### src/rtl/rv32_pkg.sv
// Shared RV32 definitions for the EX-stage multiply/divide unit.
// Covers datapath width, M-extension funct3 codes, FSM encoding and operand signedness helpers.
package rv32_pkg;

    localparam int XLEN = 32;

    localparam logic [2:0] F3_MUL    = 3'b000;
    localparam logic [2:0] F3_MULH   = 3'b001;
    localparam logic [2:0] F3_MULHSU = 3'b010;
    localparam logic [2:0] F3_MULHU  = 3'b011;
    localparam logic [2:0] F3_DIV    = 3'b100;
    localparam logic [2:0] F3_DIVU   = 3'b101;
    localparam logic [2:0] F3_REM    = 3'b110;
    localparam logic [2:0] F3_REMU   = 3'b111;

    localparam logic [1:0] S_IDLE  = 2'd0;
    localparam logic [1:0] S_CALC  = 2'd1;
    localparam logic [1:0] S_FIXUP = 2'd2;
    localparam logic [1:0] S_DONE  = 2'd3;

    function automatic logic f3_is_div(input logic [2:0] f3);
        return f3[2];
    endfunction

    function automatic logic f3_signed_a(input logic [2:0] f3);
        return (f3 != F3_MULHU) && (f3 != F3_DIVU) && (f3 != F3_REMU);
    endfunction

    function automatic logic f3_signed_b(input logic [2:0] f3);
        return (f3 == F3_MUL) || (f3 == F3_MULH) || (f3 == F3_DIV) || (f3 == F3_REM);
    endfunction

endpackage

### src/rtl/ex_mdu_if.sv
// Request/response bundle between the ID/EX pipeline and the multiply/divide unit.
// master = pipeline/hazard side, slave = ex_mdu.
interface ex_mdu_if;
    import rv32_pkg::*;

    logic            start_i;
    logic            kill_i;
    logic [2:0]      funct3_i;
    logic [XLEN-1:0] op_a_i;
    logic [XLEN-1:0] op_b_i;
    logic            busy_o;
    logic            stall_o;
    logic            done_o;
    logic [XLEN-1:0] result_o;

    modport master (
        output start_i, kill_i, funct3_i, op_a_i, op_b_i,
        input  busy_o, stall_o, done_o, result_o
    );

    modport slave (
        input  start_i, kill_i, funct3_i, op_a_i, op_b_i,
        output busy_o, stall_o, done_o, result_o
    );

endinterface

### src/rtl/mdu_step.sv
// One combinational iteration: LSB-first shift-add multiply or restoring divide.
// acc = {hi, lo}; multiply keeps the multiplier in lo, divide keeps {remainder, dividend/quotient}.
module mdu_step
    import rv32_pkg::*;
(
    input  logic              i_mode,
    input  logic [2*XLEN-1:0] i_acc,
    input  logic [XLEN-1:0]   i_operand,
    output logic [2*XLEN-1:0] o_acc
);

    logic [XLEN:0]   w_sum;
    logic [XLEN:0]   w_rem_sh;
    logic [XLEN-1:0] w_diff;

    assign w_sum    = {1'b0, i_acc[2*XLEN-1:XLEN]} + {1'b0, i_operand};
    // Shifted partial remainder needs one extra bit before the trial subtract.
    assign w_rem_sh = i_acc[2*XLEN-1:XLEN-1];
    assign w_diff   = w_rem_sh[XLEN-1:0] - i_operand;

    always_comb begin
        // NOTE: default assignment first so every path drives o_acc and no latch is inferred.
        o_acc = i_acc;
        if (!i_mode) begin
            if (i_acc[0]) o_acc = {w_sum, i_acc[XLEN-1:1]};
            else          o_acc = {1'b0, i_acc[2*XLEN-1:1]};
        end else begin
            if (w_rem_sh >= {1'b0, i_operand}) o_acc = {w_diff, i_acc[XLEN-2:0], 1'b1};
            else                               o_acc = {w_rem_sh[XLEN-1:0], i_acc[XLEN-2:0], 1'b0};
        end
    end

endmodule

### src/rtl/ex_mdu.sv
// Iterative RV32M multiply/divide unit: fixed 34-cycle latency, stalls the front of the pipe while busy.
// Owns operand capture, the iteration counter, and sign/corner-case fixup of the result.
module ex_mdu
    import rv32_pkg::*;
#(
    parameter int STEPS = XLEN
) (
    input  logic     clk,
    input  logic     rst_n,
    ex_mdu_if.slave  bus
);

    localparam int CW = $clog2(STEPS);

    logic [1:0]        r_state;
    logic [CW-1:0]     r_cnt;
    logic [2:0]        r_funct3;
    logic [2*XLEN-1:0] r_acc;
    logic [XLEN-1:0]   r_opnd;
    logic [XLEN-1:0]   r_op_a;
    logic [XLEN-1:0]   r_result;
    logic              r_neg_res;
    logic              r_neg_rem;
    logic              r_div0;

    logic              w_accept;
    logic              w_a_neg;
    logic              w_b_neg;
    logic [XLEN-1:0]   w_a_mag;
    logic [XLEN-1:0]   w_b_mag;
    logic [2*XLEN-1:0] w_acc_next;
    logic [2*XLEN-1:0] w_prod;
    logic [XLEN-1:0]   w_quo;
    logic [XLEN-1:0]   w_rem;
    logic [XLEN-1:0]   w_fix;

    assign w_accept = bus.start_i & ~bus.kill_i & ((r_state == S_IDLE) | (r_state == S_DONE));
    assign w_a_neg  = f3_signed_a(bus.funct3_i) & bus.op_a_i[XLEN-1];
    assign w_b_neg  = f3_signed_b(bus.funct3_i) & bus.op_b_i[XLEN-1];
    assign w_a_mag  = w_a_neg ? -bus.op_a_i : bus.op_a_i;
    assign w_b_mag  = w_b_neg ? -bus.op_b_i : bus.op_b_i;

    mdu_step u_step (
        .i_mode    (f3_is_div(r_funct3)),
        .i_acc     (r_acc),
        .i_operand (r_opnd),
        .o_acc     (w_acc_next)
    );

    assign w_prod = r_neg_res ? -r_acc : r_acc;
    assign w_quo  = r_neg_res ? -r_acc[XLEN-1:0] : r_acc[XLEN-1:0];
    assign w_rem  = r_neg_rem ? -r_acc[2*XLEN-1:XLEN] : r_acc[2*XLEN-1:XLEN];

    // Divide-by-zero bypasses the sign logic entirely.
    always_comb begin
        w_fix = '0;
        case (r_funct3)
            F3_MUL:                       w_fix = w_prod[XLEN-1:0];
            F3_MULH, F3_MULHSU, F3_MULHU: w_fix = w_prod[2*XLEN-1:XLEN];
            F3_DIV, F3_DIVU:              w_fix = r_div0 ? '1 : w_quo;
            default:                      w_fix = r_div0 ? r_op_a : w_rem;
        endcase
    end

    // NOTE: sequential state uses non-blocking assignments so every register samples pre-edge values.
    always_ff @(posedge clk or negedge rst_n) begin
        if (!rst_n) begin
            r_state   <= S_IDLE;
            r_cnt     <= '0;
            r_funct3  <= '0;
            r_acc     <= '0;
            r_opnd    <= '0;
            r_op_a    <= '0;
            r_result  <= '0;
            r_neg_res <= 1'b0;
            r_neg_rem <= 1'b0;
            r_div0    <= 1'b0;
        end else if (bus.kill_i) begin
            r_state <= S_IDLE;
        end else begin
            case (r_state)
                S_CALC: begin
                    r_acc <= w_acc_next;
                    r_cnt <= r_cnt + 1'b1;
                    if (r_cnt == CW'(STEPS - 1)) r_state <= S_FIXUP;
                end
                S_FIXUP: begin
                    r_result <= w_fix;
                    r_state  <= S_DONE;
                end
                default: begin
                    if (w_accept) begin
                        r_state   <= S_CALC;
                        r_cnt     <= '0;
                        r_funct3  <= bus.funct3_i;
                        r_op_a    <= bus.op_a_i;
                        r_neg_res <= w_a_neg ^ w_b_neg;
                        r_neg_rem <= w_a_neg;
                        r_div0    <= (bus.op_b_i == '0);
                        if (f3_is_div(bus.funct3_i)) begin
                            r_acc  <= {{XLEN{1'b0}}, w_a_mag};
                            r_opnd <= w_b_mag;
                        end else begin
                            r_acc  <= {{XLEN{1'b0}}, w_b_mag};
                            r_opnd <= w_a_mag;
                        end
                    end else begin
                        r_state <= S_IDLE;
                    end
                end
            endcase
        end
    end

    assign bus.busy_o   = (r_state == S_CALC) | (r_state == S_FIXUP);
    assign bus.done_o   = (r_state == S_DONE);
    assign bus.stall_o  = bus.busy_o | w_accept;
    assign bus.result_o = r_result;

endmodule

### src/flat_wrapper.sv
// flat-port wrapper written by rule: the top's interface ports become plain ports
module ex_mdu_flat import rv32_pkg::*;
#(
    parameter int STEPS = XLEN
)
  (clk, rst_n, bus_start_i, bus_kill_i, bus_funct3_i, bus_op_a_i, bus_op_b_i, bus_busy_o, bus_stall_o, bus_done_o, bus_result_o);
  ex_mdu_if bus_i ();
  input  logic clk;
  input  logic rst_n;
  input wire logic [$bits(bus_i.start_i)-1:0] bus_start_i;
  input wire logic [$bits(bus_i.kill_i)-1:0] bus_kill_i;
  input wire logic [$bits(bus_i.funct3_i)-1:0] bus_funct3_i;
  input wire logic [$bits(bus_i.op_a_i)-1:0] bus_op_a_i;
  input wire logic [$bits(bus_i.op_b_i)-1:0] bus_op_b_i;
  output wire logic [$bits(bus_i.busy_o)-1:0] bus_busy_o;
  output wire logic [$bits(bus_i.stall_o)-1:0] bus_stall_o;
  output wire logic [$bits(bus_i.done_o)-1:0] bus_done_o;
  output wire logic [$bits(bus_i.result_o)-1:0] bus_result_o;
  assign bus_i.start_i = bus_start_i;
  assign bus_i.kill_i = bus_kill_i;
  assign bus_i.funct3_i = bus_funct3_i;
  assign bus_i.op_a_i = bus_op_a_i;
  assign bus_i.op_b_i = bus_op_b_i;
  assign bus_busy_o = bus_i.busy_o;
  assign bus_stall_o = bus_i.stall_o;
  assign bus_done_o = bus_i.done_o;
  assign bus_result_o = bus_i.result_o;
  ex_mdu #(.STEPS(STEPS)) u_core (.clk(clk), .rst_n(rst_n), .bus(bus_i));
endmodule
### config.mk
export PLATFORM = sky130hd
export DESIGN_NAME = ex_mdu_flat
export DESIGN_NICKNAME = d
export VERILOG_FILES = /design/src/rtl/rv32_pkg.sv /design/src/rtl/ex_mdu_if.sv /design/src/rtl/mdu_step.sv /design/src/rtl/ex_mdu.sv /design/src/flat_wrapper.sv
export SDC_FILE = /design/constraint.sdc
export NUM_CORES = 1
export LEC_CHECK = 0
export CORE_MARGIN = 5
export CORE_UTILIZATION = 35
export DETAILED_ROUTE_END_ITERATION = 10
export PLACE_DENSITY = 0.63
export SLEW_MARGIN = 20
export SYNTH_ARGS = -nofsm -noshare
export SYNTH_HDL_FRONTEND = slang
export SYNTH_HIERARCHICAL = 1
export SYNTH_SLANG_ARGS = --single-unit
### constraint.sdc
create_clock -name clk -period 7.24 [get_ports clk]
set_input_delay 1.448 -clock clk [delete_from_list [all_inputs] [get_ports clk]]
set_output_delay 1.448 -clock clk [all_outputs]
set_load 0.1 [all_outputs]
==> metrics.txt, run 1 <==
number of antenna violations at the first check in global routing 1; clock buffer count from CTS 17; PnR Total Power about 11 mW; max-capacitance violation count 0; area share of the largest cell type after synthesis about a quarter; detailed-router iteration count before antenna repair 5; Worst Path Arrival 3.34 ns; starting DRC count in detailed routing 1871; root buffer cell sky130_fd_sc_hd__clkbuf_16; minimum period implied by the final worst setup slack about 4.8 ns; Std-Cell Core Area 47800 µm²; maximum root-to-sink buffer count 2; synthesized flop and latch total 173; post-synthesis cell area 17000 µm²; total DRC errors in the routed layout 0; maximum resistive drop on vdd 243 µV; all-layer global routing usage 23.9%; power density cells 573 nW/µm²; largest net degree at the start of global routing roughly 70; width of the chip 230 µm; Post-CTS Repair Setup Buffers 0; Gate Count Post-Synth 2263; headroom to the max-slew limit between 30% and 40%; mean number of vias per cell 5.99; count of flip-flops with a built-in enable after synthesis 0; number of endpoints with negative hold slack in the final report 0; IO Count 106; number of cells upsized or downsized after cts 0; peak fanout along the critical path 7; Congestion Overflow GR 0; number of rows in the core area 80; element type at the critical path end output port; count of inserted antenna diode cells 0; largest clock skew in the final design approximately 0.014 ns; initial cell density of the core 35.5%; commonest cells in the netlist sky130_fd_sc_hd__nand2_1 (334), sky130_fd_sc_hd__nor2_1 (199), sky130_fd_sc_hd__a21oi_1 (192); area added between synthesis and finish 11.7%; Post-Route WL 64800 µm; die area 53100 µm²; worst slew pin tran 1.03 ns; Tightest Hold Check Type flop to flop; Die H 230 µm; main flop type after synthesis sky130_fd_sc_hd__dfrtp_1; number of global-route vias before repair between 15000 and 20000; pre-CTS setup slack 2.45 ns; Critical Path RT 5.79 ns; final worst-path cycle share between 60% and 70%; count of antenna-violating nets left after detailed routing 0; proportion of synthesized flip-flops having asynchronous set or reset 100%; TritonCTS clock tree yes; number of hold buffers added after cts 0; post-route setup slack 2.45 ns; Critical Setup Path Class primary input to output port; run status finished, final reports clean; count of buffers from port buffering 105; insertion delay of the later-clocked pin in the worst-skew pair 0.46 ns; max frequency roughly 210 MHz; max-slew violations 0; Synth Warn # 6; Unique masters post-synth 86; setup tns final 0 ns; unrepaired setup endpoints after global routing no; CP startpoint kind primary input; count of H-tree levels built during CTS 4; wire length of the first global-routing pass approximately 100000 µm; register area share after synthesis 25.5%; Layout Nets 2398; routed wire length per instance 22.5 µm; Final GP Congestion 0.997; clock sinks ~170; filler instances ~5000; post-detailed-placement half-perimeter wirelength about 51000 µm; average size of a mapped cell 7.51 µm²; leakage power of the design slightly above 8 nW; dominant cells by area after synthesis sky130_fd_sc_hd__dfrtp_1 (25%), sky130_fd_sc_hd__nand2_1 (7.4%), sky130_fd_sc_hd__xnor2_1 (5.8%), sky130_fd_sc_hd__a21oi_1 (5.7%), sky130_fd_sc_hd__ha_1 (5.4%); clock slew at reported path FFs around 0.070 ns; number of endpoints failing setup at the final stage 0; share of final-layout standard cells stronger than drive strength 1 6.36%; via count around 17000; post-synthesis cell type with the largest combined area sky130_fd_sc_hd__dfrtp_1; net count after synthesis 2409; core occupancy in the finished layout 39.7%; most used standard cell by instance count after synthesis sky130_fd_sc_hd__nand2_1
[critical path, cell delays in order]
cell,delay (ns)
sky130_fd_sc_hd__clkdlybuf4s50_1,0.53
sky130_fd_sc_hd__o21ai_0,0.20
sky130_fd_sc_hd__clkdlybuf4s50_1,1.16
[sequential cells by signal (all words and copies together) (netlist names)]
| name | count |
|---|---|
| u_core/r_neg_res | 1 |
| u_core/r_neg_rem | 1 |
| u_core/r_cnt | 5 |
| u_core/r_opnd | 32 |
| u_core/r_op_a | 32 |
| u_core/bus.result_o | 32 |
| u_core/r_funct3 | 3 |
| u_core/r_div0 | 1 |
| u_core/r_state | 2 |
| u_core/r_acc | 64 |
[placed cells by master, fill, tap and decap left out, drive strengths merged, types with 39 or more instances in the layout]
cell	Yosys	final
nand2	334	334
nor2	199	199
a21oi	194	194
dfrtp	173	173
o21ai	173	173
xnor2	113	113
clkdlybuf4s50	0	103
inv	81	89
xor2	74	74
ha	73	73
nand3	63	63
mux2	44	44
mux2i	43	43
nor3	39	39
[report_power, final]
group          internal, mW  switching (mW)
clock network         0.473           0.486
registers              1.40           0.916
logic                  2.70            4.90
[stage by stage]
| stage | instance area (µm²) | hold WS (ns) | std cells |
|---|---|---|---|
| after floorplan | 17000 | 0.440 | 2263 |
| after global placement | 18400 | 0.458 | 2848 |
| after detailed placement | 18400 | 0.471 | 2848 |
| after CTS | 19000 | 0.489 | 2880 |
| after global routing | 19000 | 0.519 | 2880 |
| final | 19000 | 0.487 | 2880 |
[per-layer routing]
layer / track usage [%] / vias to the layer above / part of all wire, % / wire [µm]
li1: - / 8065 / - / -
met1: 33.1 / 8367 / 44 / 28700
met2: 38.6 / 717 / 46 / 29800
met3: 3.43 / 103 / 6.7 / 4320
met4: 7.30 / 0 / 3.0 / 1960
met5: 0 / - / 0 / 0
[worst paths after layout]
check / startpoint / to / slack (ns) / depth (start not counted)
min in group asynchronous: rst_n / u_core/r_op_a[28] / 0.96 / 1
max in group asynchronous: rst_n / u_core/r_neg_res / 4.90 / 2
worst max register to register: u_core/r_acc[35] / u_core/r_acc[49] / 2.81 / 13
worst min register to register: u_core/r_cnt[4] / u_core/r_cnt[4] / 0.49 / 2
worst min-delay path: u_core/r_cnt[4] / u_core/r_cnt[4] / 0.49 / 2
worst max-delay path: bus_kill_i / bus_stall_o / 2.45 / 3
[cell families after synthesis]
logic type      share of synthesized area (%)
xor+xnor                                 9.63
fa+ha+maj                                5.61
simple gates                             22.9
compound gates                           25.4
mux                                      5.45
flops                                    25.5
buf+inv                                  5.61
[area by class of cell]
class	instances	area, µm²	area share [%]
Timing Repair Buffer	127	1210	6.39
Multi-Input combinational cell	1851	11700	61.9
Tap cell	615	769	4.05
Sequential cell	173	4340	22.8
Inverter	82	308	1.62
Clock buffer	17	425	2.24
Clock inverter	15	191	1.01
No activity file was read; power rests on OpenSTA's default activity.
==> inputs of run 2 (changes only) <==
--- a/config.mk
+++ b/config.mk
@@ -8,7 +8,7 @@
 export CORE_MARGIN = 5
 export CORE_UTILIZATION = 35
 export DETAILED_ROUTE_END_ITERATION = 10
-export PLACE_DENSITY = 0.63
+export PLACE_DENSITY = 0.65
 export SLEW_MARGIN = 20
 export SYNTH_ARGS = -nofsm -noshare
 export SYNTH_HDL_FRONTEND = slang
==> constraint.sdc (replaced) <==
create_clock -name clk -period 3.95 [get_ports clk]
set_input_delay 0.79 -clock clk [delete_from_list [all_inputs] [get_ports clk]]
set_output_delay 0.79 -clock clk [all_outputs]
set_load 0.1 [all_outputs]
==> metrics.txt, run 2 (synthesis gave the netlist of run 1 again) <==
Tightest Hold Check Type primary input to async pin (was flop to flop); mean number of vias per cell 6.02 (was 5.99); Post-Route WL 68300 µm (was 64800 µm); final worst-path cycle share 95.2%; Layout Nets 2483 (was 2398); number of endpoints failing setup at the final stage 0 (unchanged); Final GP Congestion 1.00 (was 0.997); Worst Path Arrival 4.13 ns (was 3.34 ns); start of the worst register-to-register path u_core/r_acc[31] (was u_core/r_acc[35]); flip-flop count of the largest register, all copies and words added 64 (unchanged); routed wire length per instance 23.0 µm (was 22.5 µm); all-layer global routing usage 24.9% (was 23.9%); clock slew at reported path FFs 0.08 ns (was 0.07 ns); post-detailed-placement half-perimeter wirelength 53200 µm (was 50500 µm); width of the chip 230 µm (unchanged); count of antenna-violating nets left after detailed routing 0 (unchanged); worst slew pin tran 1.22 ns (was 1.03 ns); Critical Setup Path Class flop to flop (was primary input to output port); minimum period implied by the final worst setup slack around 3.8 ns; wire length of the first global-routing pass 103000 µm (was 100000 µm); largest net degree at the start of global routing 87 (was 68); setup tns final 0 ns (unchanged); count of inserted antenna diode cells 0 (unchanged); most common cell type on the critical path sky130_fd_sc_hd__inv_1 (was sky130_fd_sc_hd__clkdlybuf4s50_1); root buffer cell sky130_fd_sc_hd__clkbuf_16 (unchanged); share of final-layout standard cells stronger than drive strength 1 9.83% (was 6.36%); cell count of the worst reg-to-reg path 15 (was 13); Post-CTS Repair Setup Buffers 0 (unchanged); CP max stage cell sky130_fd_sc_hd__a2111oi_2 (was sky130_fd_sc_hd__clkdlybuf4s50_1); CP startpoint kind flop (was primary input); maximum resistive drop on vdd 584 µV (was 243 µV); commonest cells after routing, fill and taps aside sky130_fd_sc_hd__nand2_1 (334), sky130_fd_sc_hd__nor2_1 (198), sky130_fd_sc_hd__a21oi_1 (191), sky130_fd_sc_hd__dfrtp_1 (170), sky130_fd_sc_hd__o21ai_0 (164) (unchanged); leakage power of the design 8.59 nW (was 8.15 nW); TritonCTS clock tree yes (unchanged); max-capacitance violation count 0 (unchanged); detailed-router iteration count before antenna repair 6 (was 5); starting DRC count in detailed routing 2183 (was 1871); element type at the critical path end flop (was output port); pre-CTS setup slack 0.0674 ns (was 2.45 ns); number of antenna violations at the first check in global routing 0 (was 1); power density cells 1060 nW/µm² (was 573 nW/µm²); count of H-tree levels built during CTS 4 (unchanged); total DRC errors in the routed layout 0 (unchanged); core occupancy in the finished layout 41.1% (was 39.7%); endpoint of the worst-slack reg-to-reg timing path u_core/r_acc[60] (was u_core/r_acc[49]); unrepaired setup endpoints after global routing no (unchanged); filler instances 4971 (was 4964); most frequent standard cell in the layout excluding fill and tap cells sky130_fd_sc_hd__nand2_1 (unchanged); number of endpoints with negative hold slack in the final report 0 (unchanged); cell type group with the largest total delay on the critical path compound AO/OA/AOI/OAI gates (was buffers and inverters); area added between synthesis and finish 15.7% (was 11.7%); Biggest register u_core/r_acc (unchanged); number of hold buffers added after cts 0 (unchanged); run status finished, final reports clean (unchanged); peak fanout along the critical path 3 (was 7); Congestion Overflow GR 0 (unchanged); Std-Cell Core Area 47800 µm² (unchanged); Die H 230 µm (unchanged); Critical Path RT 4.32 ns (was 5.79 ns); number of rows in the core area 80 (unchanged); insertion delay of the later-clocked pin in the worst-skew pair 0.47 ns (was 0.46 ns); worst path buffer plus inverter count 2 (unchanged); CP max stage delay 0.45 ns (was 1.16 ns); count of buffers from port buffering 105 (unchanged); headroom to the max-slew limit 18.2% (was 31.0%); hold slack 0.275 ns (was 0.487 ns); die area 53100 µm² (unchanged); post-route setup slack 0.189 ns (was 2.45 ns); maximum root-to-sink buffer count 2 (unchanged); max frequency 266 MHz; initial cell density of the core 35.5% (unchanged); worst reg2reg setup slack 0.19 ns (was 2.81 ns); clock sinks 173 (unchanged); largest clock skew in the final design 0.0126 ns (was 0.0144 ns); via count 17900 (was 17300); number of global-route vias before repair 16700 (was 16400); IO Count 106 (unchanged); number of cells upsized or downsized after cts 0 (unchanged); max-slew violations 0 (unchanged); critical path, cell by cell inv_1, ha_1, inv_1, fa_1, a21oi_1, o2111ai_1, a31o_2, a2111oi_2, o211ai_1, a311oi_1, a41oi_1, nor3_1, a211oi_2, nand3_1, nand2_1 (was clkdlybuf4s50_1, o21ai_0, clkdlybuf4s50_1); clock buffer count from CTS 17 (unchanged)
run 2: layout make-up:
class | count | area (µm²) | area share (%)
clock buffer | 18 | 439 | 2.23
tap | 615 | 769 | 3.91
timing repair buffer | 212 | 1900 | 9.64
multi-input combinational | 1851 | 11700 | 59.7
clock inverter | 14 | 170 | 0.865
sequential | 173 | 4340 | 22.0
inverter | 82 | 308 | 1.57
run 2: per-layer routing:
layer  global-route usage (%)  routed length (µm)
met5                        0                   0
met1                     34.5               30100
met2                     40.1               31000
met3                     4.06                5240
met4                     7.14                1950
run 2: how the worst max path moves through the flow:
stage | from | depth (start not counted) | end
floorplan | bus_start_i | 2 | bus_stall_o
global placement | bus_op_a_i[19] | 8 | u_core/r_opnd[27]
detailed placement | bus_op_a_i[19] | 8 | u_core/r_opnd[27]
CTS | u_core/r_acc[31] | 15 | u_core/r_acc[60]
global route | u_core/r_opnd[6] | 14 | u_core/r_acc[48]
finish | u_core/r_acc[31] | 15 | u_core/r_acc[60]
run 2: report_power, final:
part           total [mW]  switching (mW)  internal [mW]
Sequential           3.81            1.23           2.58
Clock                1.80           0.881          0.921
Combinational        15.2            9.75           5.47
Total                20.8            11.9           8.98
run 2: stage by stage:
stage / instance area, µm² / std cells / power, mW
after global placement: 19100 / 2933 / 18.5
after floorplan: 17000 / 2263 / 13.9
after detailed placement: 19100 / 2933 / 18.6
after global routing: 19700 / 2965 / 22.1
final: 19700 / 2965 / 20.8
after CTS: 19700 / 2965 / 20.5
